`src/rtl/mem_arbiter.sv`:
```
//==============================================================================
// Module   : mem_arbiter
// Purpose  : Shares the single main-memory port between the I-cache and D-cache
//            miss paths. Build macro ARB_ROUND_ROBIN_EN selects round-robin
//            arbitration instead of fixed D-over-I priority.
// Revision : 1.0
//==============================================================================
`timescale 1ns/1ps
`default_nettype none

module mem_arbiter #(
    parameter int ADDR_W = 28,
    parameter int DATA_W = 128
) (
    input  logic              clk,
    input  logic              rst_n,
    input  logic              i_read,
    input  logic [ADDR_W-1:0] i_addr,
    output logic [DATA_W-1:0] i_rdata,
    output logic              i_ready,
    input  logic              d_read,
    input  logic              d_write,
    input  logic [ADDR_W-1:0] d_addr,
    input  logic [DATA_W-1:0] d_wdata,
    output logic [DATA_W-1:0] d_rdata,
    output logic              d_ready,
    output logic              mem_read,
    output logic              mem_write,
    output logic [ADDR_W-1:0] mem_addr,
    output logic [DATA_W-1:0] mem_wdata,
    input  logic [DATA_W-1:0] mem_rdata,
    input  logic              mem_ready,
    output logic [1:0]        grant
);

    typedef enum logic [1:0] {
        IDLE   = 2'd0,
        BUSY_I = 2'd1,
        BUSY_D = 2'd2,
        RESP   = 2'd3
    } state_t;

    localparam logic [1:0] c_GRANT_NONE = 2'b00;
    localparam logic [1:0] c_GRANT_I    = 2'b01;
    localparam logic [1:0] c_GRANT_D    = 2'b10;

    state_t            r_state;
    state_t            w_state_nxt;
    logic              w_d_req;
    logic              w_pick_d;
    logic              w_pick_i;
    logic              w_done;
    logic              r_mem_read;
    logic              r_mem_write;
    logic [ADDR_W-1:0] r_mem_addr;
    logic [DATA_W-1:0] r_mem_wdata;
    logic [DATA_W-1:0] r_i_rdata;
    logic [DATA_W-1:0] r_d_rdata;
    logic              r_i_ready;
    logic              r_d_ready;
    logic [1:0]        r_grant;

    assign w_d_req  = d_read | d_write;
    assign w_done   = ((r_state == BUSY_I) || (r_state == BUSY_D)) && mem_ready;
    assign w_pick_i = i_read & ~w_pick_d;

`ifdef ARB_ROUND_ROBIN_EN
    logic r_last_d;  // 1 when the D side owned the most recent completed transfer

    always_ff @(posedge clk or negedge rst_n) begin
        if (!rst_n) begin
            r_last_d <= 1'b0;
        end else if (w_done) begin
            r_last_d <= (r_state == BUSY_D);
        end
    end

    assign w_pick_d = w_d_req & (~i_read | ~r_last_d);
`else
    assign w_pick_d = w_d_req;
`endif

    always_ff @(posedge clk or negedge rst_n) begin
        if (!rst_n) begin
            r_state <= IDLE;
        end else begin
            r_state <= w_state_nxt;
        end
    end

    always_comb begin
        w_state_nxt = r_state;
        case (r_state)
            IDLE: begin
                if (w_pick_d) begin
                    w_state_nxt = BUSY_D;
                end else if (w_pick_i) begin
                    w_state_nxt = BUSY_I;
                end
            end
            BUSY_I, BUSY_D: begin
                if (mem_ready) begin
                    w_state_nxt = RESP;
                end
            end
            RESP:    w_state_nxt = IDLE;
            default: w_state_nxt = IDLE;
        endcase
    end

    always_ff @(posedge clk or negedge rst_n) begin
        if (!rst_n) begin
            r_mem_read  <= 1'b0;
            r_mem_write <= 1'b0;
            r_mem_addr  <= '0;
            r_mem_wdata <= '0;
            r_i_rdata   <= '0;
            r_d_rdata   <= '0;
            r_i_ready   <= 1'b0;
            r_d_ready   <= 1'b0;
            r_grant     <= c_GRANT_NONE;
        end else begin
            r_i_ready <= 1'b0;
            r_d_ready <= 1'b0;
            case (r_state)
                IDLE: begin
                    // A simultaneous read and write-back is issued as the write-back
                    if (w_pick_d) begin
                        r_mem_read  <= ~d_write;
                        r_mem_write <= d_write;
                        r_mem_addr  <= d_addr;
                        r_mem_wdata <= d_wdata;
                        r_grant     <= c_GRANT_D;
                    end else if (w_pick_i) begin
                        r_mem_read  <= 1'b1;
                        r_mem_write <= 1'b0;
                        r_mem_addr  <= i_addr;
                        r_grant     <= c_GRANT_I;
                    end
                end
                BUSY_I: begin
                    if (mem_ready) begin
                        r_mem_read <= 1'b0;
                        r_i_rdata  <= mem_rdata;
                        r_i_ready  <= 1'b1;
                    end
                end
                BUSY_D: begin
                    if (mem_ready) begin
                        r_mem_read  <= 1'b0;
                        r_mem_write <= 1'b0;
                        r_d_ready   <= 1'b1;
                        if (r_mem_read) begin
                            r_d_rdata <= mem_rdata;
                        end
                    end
                end
                RESP:    r_grant <= c_GRANT_NONE;
                default: r_grant <= c_GRANT_NONE;
            endcase
        end
    end

    assign mem_read  = r_mem_read;
    assign mem_write = r_mem_write;
    assign mem_addr  = r_mem_addr;
    assign mem_wdata = r_mem_wdata;
    assign i_rdata   = r_i_rdata;
    assign d_rdata   = r_d_rdata;
    assign i_ready   = r_i_ready;
    assign d_ready   = r_d_ready;
    assign grant     = r_grant;

endmodule

`default_nettype wire
```
`config.mk`:
```
export PLATFORM = sky130hd
export DESIGN_NAME = mem_arbiter
export DESIGN_NICKNAME = d
export VERILOG_FILES = /design/src/rtl/mem_arbiter.sv
export SDC_FILE = /design/constraint.sdc
export NUM_CORES = 1
export LEC_CHECK = 0
export ABC_AREA = 1
export BUFFER_PORTS_ARGS = -buffer_cell sky130_fd_sc_hd__buf_2
export CAP_MARGIN = 20
export CORE_AREA = 5 5 285 287
export CTS_CLUSTER_SIZE = 16
export DETAILED_ROUTE_END_ITERATION = 8
export DIE_AREA = 0 0 290 292
export HOLD_SLACK_MARGIN = 0.03
export SLEW_MARGIN = 40
export SYNTH_ARGS = -nofsm -noshare
export SYNTH_HDL_FRONTEND = slang
export SYNTH_SLANG_ARGS = --single-unit
export TNS_END_PERCENT = 50
```
`constraint.sdc`:
```
create_clock -name clk -period 1.4 [get_ports clk]
set_input_delay 0.07 -clock clk [delete_from_list [all_inputs] [get_ports clk]]
set_output_delay 0.07 -clock clk [all_outputs]
set_load 0.05 [all_outputs]
```
* Word level (Yosys, flattened, before mapping)
Cells that the tools add are included.
** Cells by class
- Equality and inequality tests :: 6
- Mux-type cells :: 17
- Bitwise logic cells :: 4
- Reduce and logical (&&, ||, !) cells :: 14
** Operators with widths (count)
- $mux 28 :: 2
- $reduce_and 2->1 :: 5
- $reduce_and 3->1 :: 3
- $mux 1 :: 8
- $reduce_bool 2->1 :: 4
- $mux 2 :: 3
- $pmux 2 s3 :: 1
- $eq 2x2->1 const B :: 2
- $pmux 1 s2 :: 2
- $pmux 2 s2 :: 1
- $ne 3x3->1 const B :: 1
- $eq 2x1->1 const B :: 1
- $logic_not 2->1 :: 1
- $ne 2x1->1 const B :: 1
- $ne 2x2->1 const B :: 1
- $not 1->1 :: 2
- $reduce_or 2->1 :: 1
- $and 1x1->1 :: 1
- $or 1x1->1 :: 1
** Storage, ports and cells
- Register bits after elaboration :: 420
- Output and inout bits :: 418

* Longest topological paths before layout
- Word-level depth :: 6
- Depth in mapped cells :: 9
- Depth with buffers taken out :: 7

* Least setup slack after synthesis
Ideal clock, no wire load.
- Path kind :: flip-flop to flip-flop
- Start point :: reg r_state[0]
- End point :: reg r_mem_wdata[100] (netlist: mem_wdata[100])
- Data arrival time :: 1.407 ns
- Path slack :: -0.127 ns
- Stages on the path, launching flop included :: 10
- Path buffers :: 2
- Cell sequence :: dfrtp_1 inv_1 ha_1 inv_1 nor2_4 inv_2 buf_2 buf_4 nand2_1 nand2_1
** On the way
- Word-level cells in the longest chain between the ends :: 2
** Ends and longest elaborated chain
- start, declared :: line 47 : state_t r_state;
- start signal, assigned :: line 87 : r_state <= w_state_nxt;
- $logic_not 2->1 :: line 125 : case (r_state)
- $reduce_and 2->1 (no source line)
- end signal, assigned :: line 132 : r_mem_wdata <= d_wdata;
- end, declared :: line 56 : logic [DATA_W-1:0] r_mem_wdata;
Every way passes these cells.
A chain may end at the register's enable or synchronous reset.

* Worst setup path after layout
- Start point :: reg r_state[0]
- End point :: reg r_mem_wdata[12] (netlist: mem_wdata[12])
Same word-level chain as after synthesis.

==> impl_metrics.tcl <==
set metrics [dict create \
    ys_seq_elements 420 \
    setup_viol 231 \
    fin_skew_ns 0.02914 \
    dr.pass1.iters 5 \
    period_share_pct 107.4 \
    violations "setup timing" \
    use_met1_pct 15.90 \
    wire_per_inst_um 16.98 \
    die_area_sq_um 84680 \
    min-delay-path-class "in2async" \
    clock_power_share_pct 17.1 \
    internal_power_uw 36870 \
    synth_edf_count 0 \
    cts_buffers 47 \
    finalPower_uw 76650 \
    cts_sinks 420 \
    antenna_found_initial 0 \
    layout.nets 3225 \
    worstPathMaxFanout 18 \
    drive_gt1_share_pct 35.89 \
    fp.dieW_um 290 \
    rsz0062_at_grt "yes" \
    synthCells 1768 \
    ir_drop_uv 1461 \
    grt_use_met3_pct 3.848 \
    hold_violations 0 \
    grt_pass1_vias 16610 \
    status "complete, but fails checks" \
    async_flop_share_pct 100.0 \
    n_antenna_cell 0 \
    synth-seq-area-share_pct 65.47 \
    dp_hpwl_mm 42.54 \
    grt_pass1_wl_mm 95.10 \
    viasPerCell 4.104 \
    maxCapViolCount 0 \
    ios 736 \
    grtUsageTotal_pct 13.84 \
    yosys.area.top_type_share_pct 65.47 \
    cp.arrival_ns 1.97 \
    drtAntennaViolNets 0 \
    drtIter0Drc 947 \
    fin_ws_ns -0.1042 \
    yosysMostFrequentCell "nand2_1" \
    fillers 7689 \
    cts_tree "yes" \
    synth_common_cells "nand2_1, dfrtp_1, o21ai_0" \
    yosysTopAreaCell "dfrtp_1" \
    synth.area.top_cells "dfrtp_1, nand2_1, o21ai_0" \
    max_slew_margin_pct 77.07 \
    ys_warn_count 0 \
    grt.busiest_layer "met2" \
    worst_slew_pin_slew_ns 0.3463 \
    cp-start-kind "register" \
    grt_max_degree 52 \
    min_period_ns 1.504 \
    p_leak_uw 0.01537 \
    grt_overflow 0 \
    p_per_area_nw_per_um2 2720 \
    initial_core_util_pct 20.49 \
    wirelength_mm 67.70 \
    num_vias 16360 \
    grt_util_met2_pct 24.31 \
    crit_type "reg2reg" \
    p_sw_uw 39780 \
    fp.dieH_um 292 \
    drc 0 \
    io_buffers 735 \
    endpoint_kind "register" \
    p_seq_share_pct 27.5 \
    synth_cell_types 16 \
    p_comb_share_pct 55.4 \
    syn_avg_cell_area_sq_um 9.080 \
    core_sq_um 78360 \
    synthToLayoutAreaGrowth_pct 75.55 \
    num_rows 103 \
    hold_ws_ns 0.2031 \
    max_clock_freq_ghz 0.6648 \
    clk_latency_ns 0.59 \
    cts_htree_levels 2 \
    synthFlopType "dfrtp_1" \
    cts-root-buf "clkbuf_16" \
    synthesis.area_sq_um 16050 \
    swShare_pct 51.90 \
    place_congestion 0.8441 \
    drv_slew 0 \
    clk_path_buf_depth 3 \
    syn_nets 2092 \
    critical_path_required_ns 1.86 \
    clkSlewWorstSetupHoldPaths_ns 0.06 \
]
-- placed cells by master (no fill, tap or decap), drive strengths merged --
| cell | instances |
|---|---|
| bufinv | 7 |
| buf | 831 |
| clkinvlp | 3 |
| ha | 6 |
| o21ai | 261 |
| clkinv | 11 |
| inv | 145 |
| nand2 | 831 |
| clkbuf | 92 |
| nor2 | 3 |
| nand3 | 5 |
| dlygate4sd3 | 319 |
| a21oi | 2 |
| or2 | 1 |
| dfrtp | 420 |
-- registers in the layout, summed over array words and instances, names as in the netlist --
signal / count
d_rdata: 128
i_rdata: 128
mem_wdata: 128
mem_addr: 28
grant: 2
r_state: 2
d_ready: 1
i_ready: 1
mem_read: 1
mem_write: 1
-- stage by stage --
step	std cells	util, %	TNS (ns)	instance area, sq um	setup WS [ns]
finish	3987	35.97	-5.968	28180	-0.1042
global route	3987	35.97	-30.81	28180	-0.1580
CTS	3949	34.25	-0.3956	26840	-0.02510
detailed placement	3531	27.53	-23.07	21570	-0.1476
global placement	3531	27.53	-17.14	21570	-0.1298
floorplan	1768	-	-0.4389	16080	-0.003485
-- worst paths after layout --
kind | start | end | slack (ns) | cells past startpoint
worst max-delay path | r_state[0] | mem_wdata[12] | -0.10 | 9
worst min-delay path | rst_n | i_rdata[65] | 0.20 | 3
worst max register to register | r_state[0] | mem_wdata[12] | -0.10 | 9
worst min register to register | mem_addr[11] | mem_addr[11] | 0.46 | 2
max in group asynchronous | rst_n | mem_wdata[126] | 0.75 | 4
min in group clk | d_wdata[61] | mem_wdata[61] | 0.22 | 4
-- worst max-delay path, stage by stage (launching register included) --
cell and delay, ns:
dfrtp_1 0.38, inv_2 0.11, ha_4 0.15, inv_4 0.04, nor2_4 0.10, buf_12 0.16
inv_12 0.08, clkbuf_16 0.20, nand2_1 0.09, nand2_1 0.06
-- cell families (layout without fill, tap and decap cells) --
group	Yosys count	count (layout)	share of synthesized area, %
AOI/OAI and AO/OA	263	263	8.222
adders and majority gates	6	6	0.4676
buffers and inverters	239	1408	6.056
DFF	420	420	65.47
and+or+nand+nor	840	840	19.79
-- power groups by stage --
stage | registers [uW] | logic [uW] | clock network, uW
finish | 21100 | 42500 | 13100
detailed placement | 20900 | 37400 | 0
CTS | 20800 | 39200 | 13500
global route | 21700 | 44700 | 13900
floorplan | 40200 | 7190 | 0
global placement | 20900 | 37000 | 0
-- layout make-up --
cell class                 count  area (sq um)  share of cell area, %
sequential                   420         10510                  37.30
multi-input combinational   1109          5042                  17.89
inverter                     144         571.8                  2.029
tap                         1050          1314                  4.661
timing repair buffer        1179          9105                  32.31
clock inverter                22         332.8                  1.181
clock buffer                  63          1306                  4.635
-- metal layers --
metal	vias to the layer above	part of all wire, %
met2	721	50
li1	7726	-
met3	174	7.4
met4	0	4.5
met1	7743	38
met5	-	0
-- timing repair --
item | 4_1_cts | 5_1_grt
resized for setup | 65 | 199
cloned | 7 | 35
pin swaps | 2 | 49
endpoints found under the setup margin | 334 | 407
hold buffers | 320 | 0
hold endpoints to repair | 838 | 0
setup buffers | 6 | 4
(Power assumes the default switching activity.)
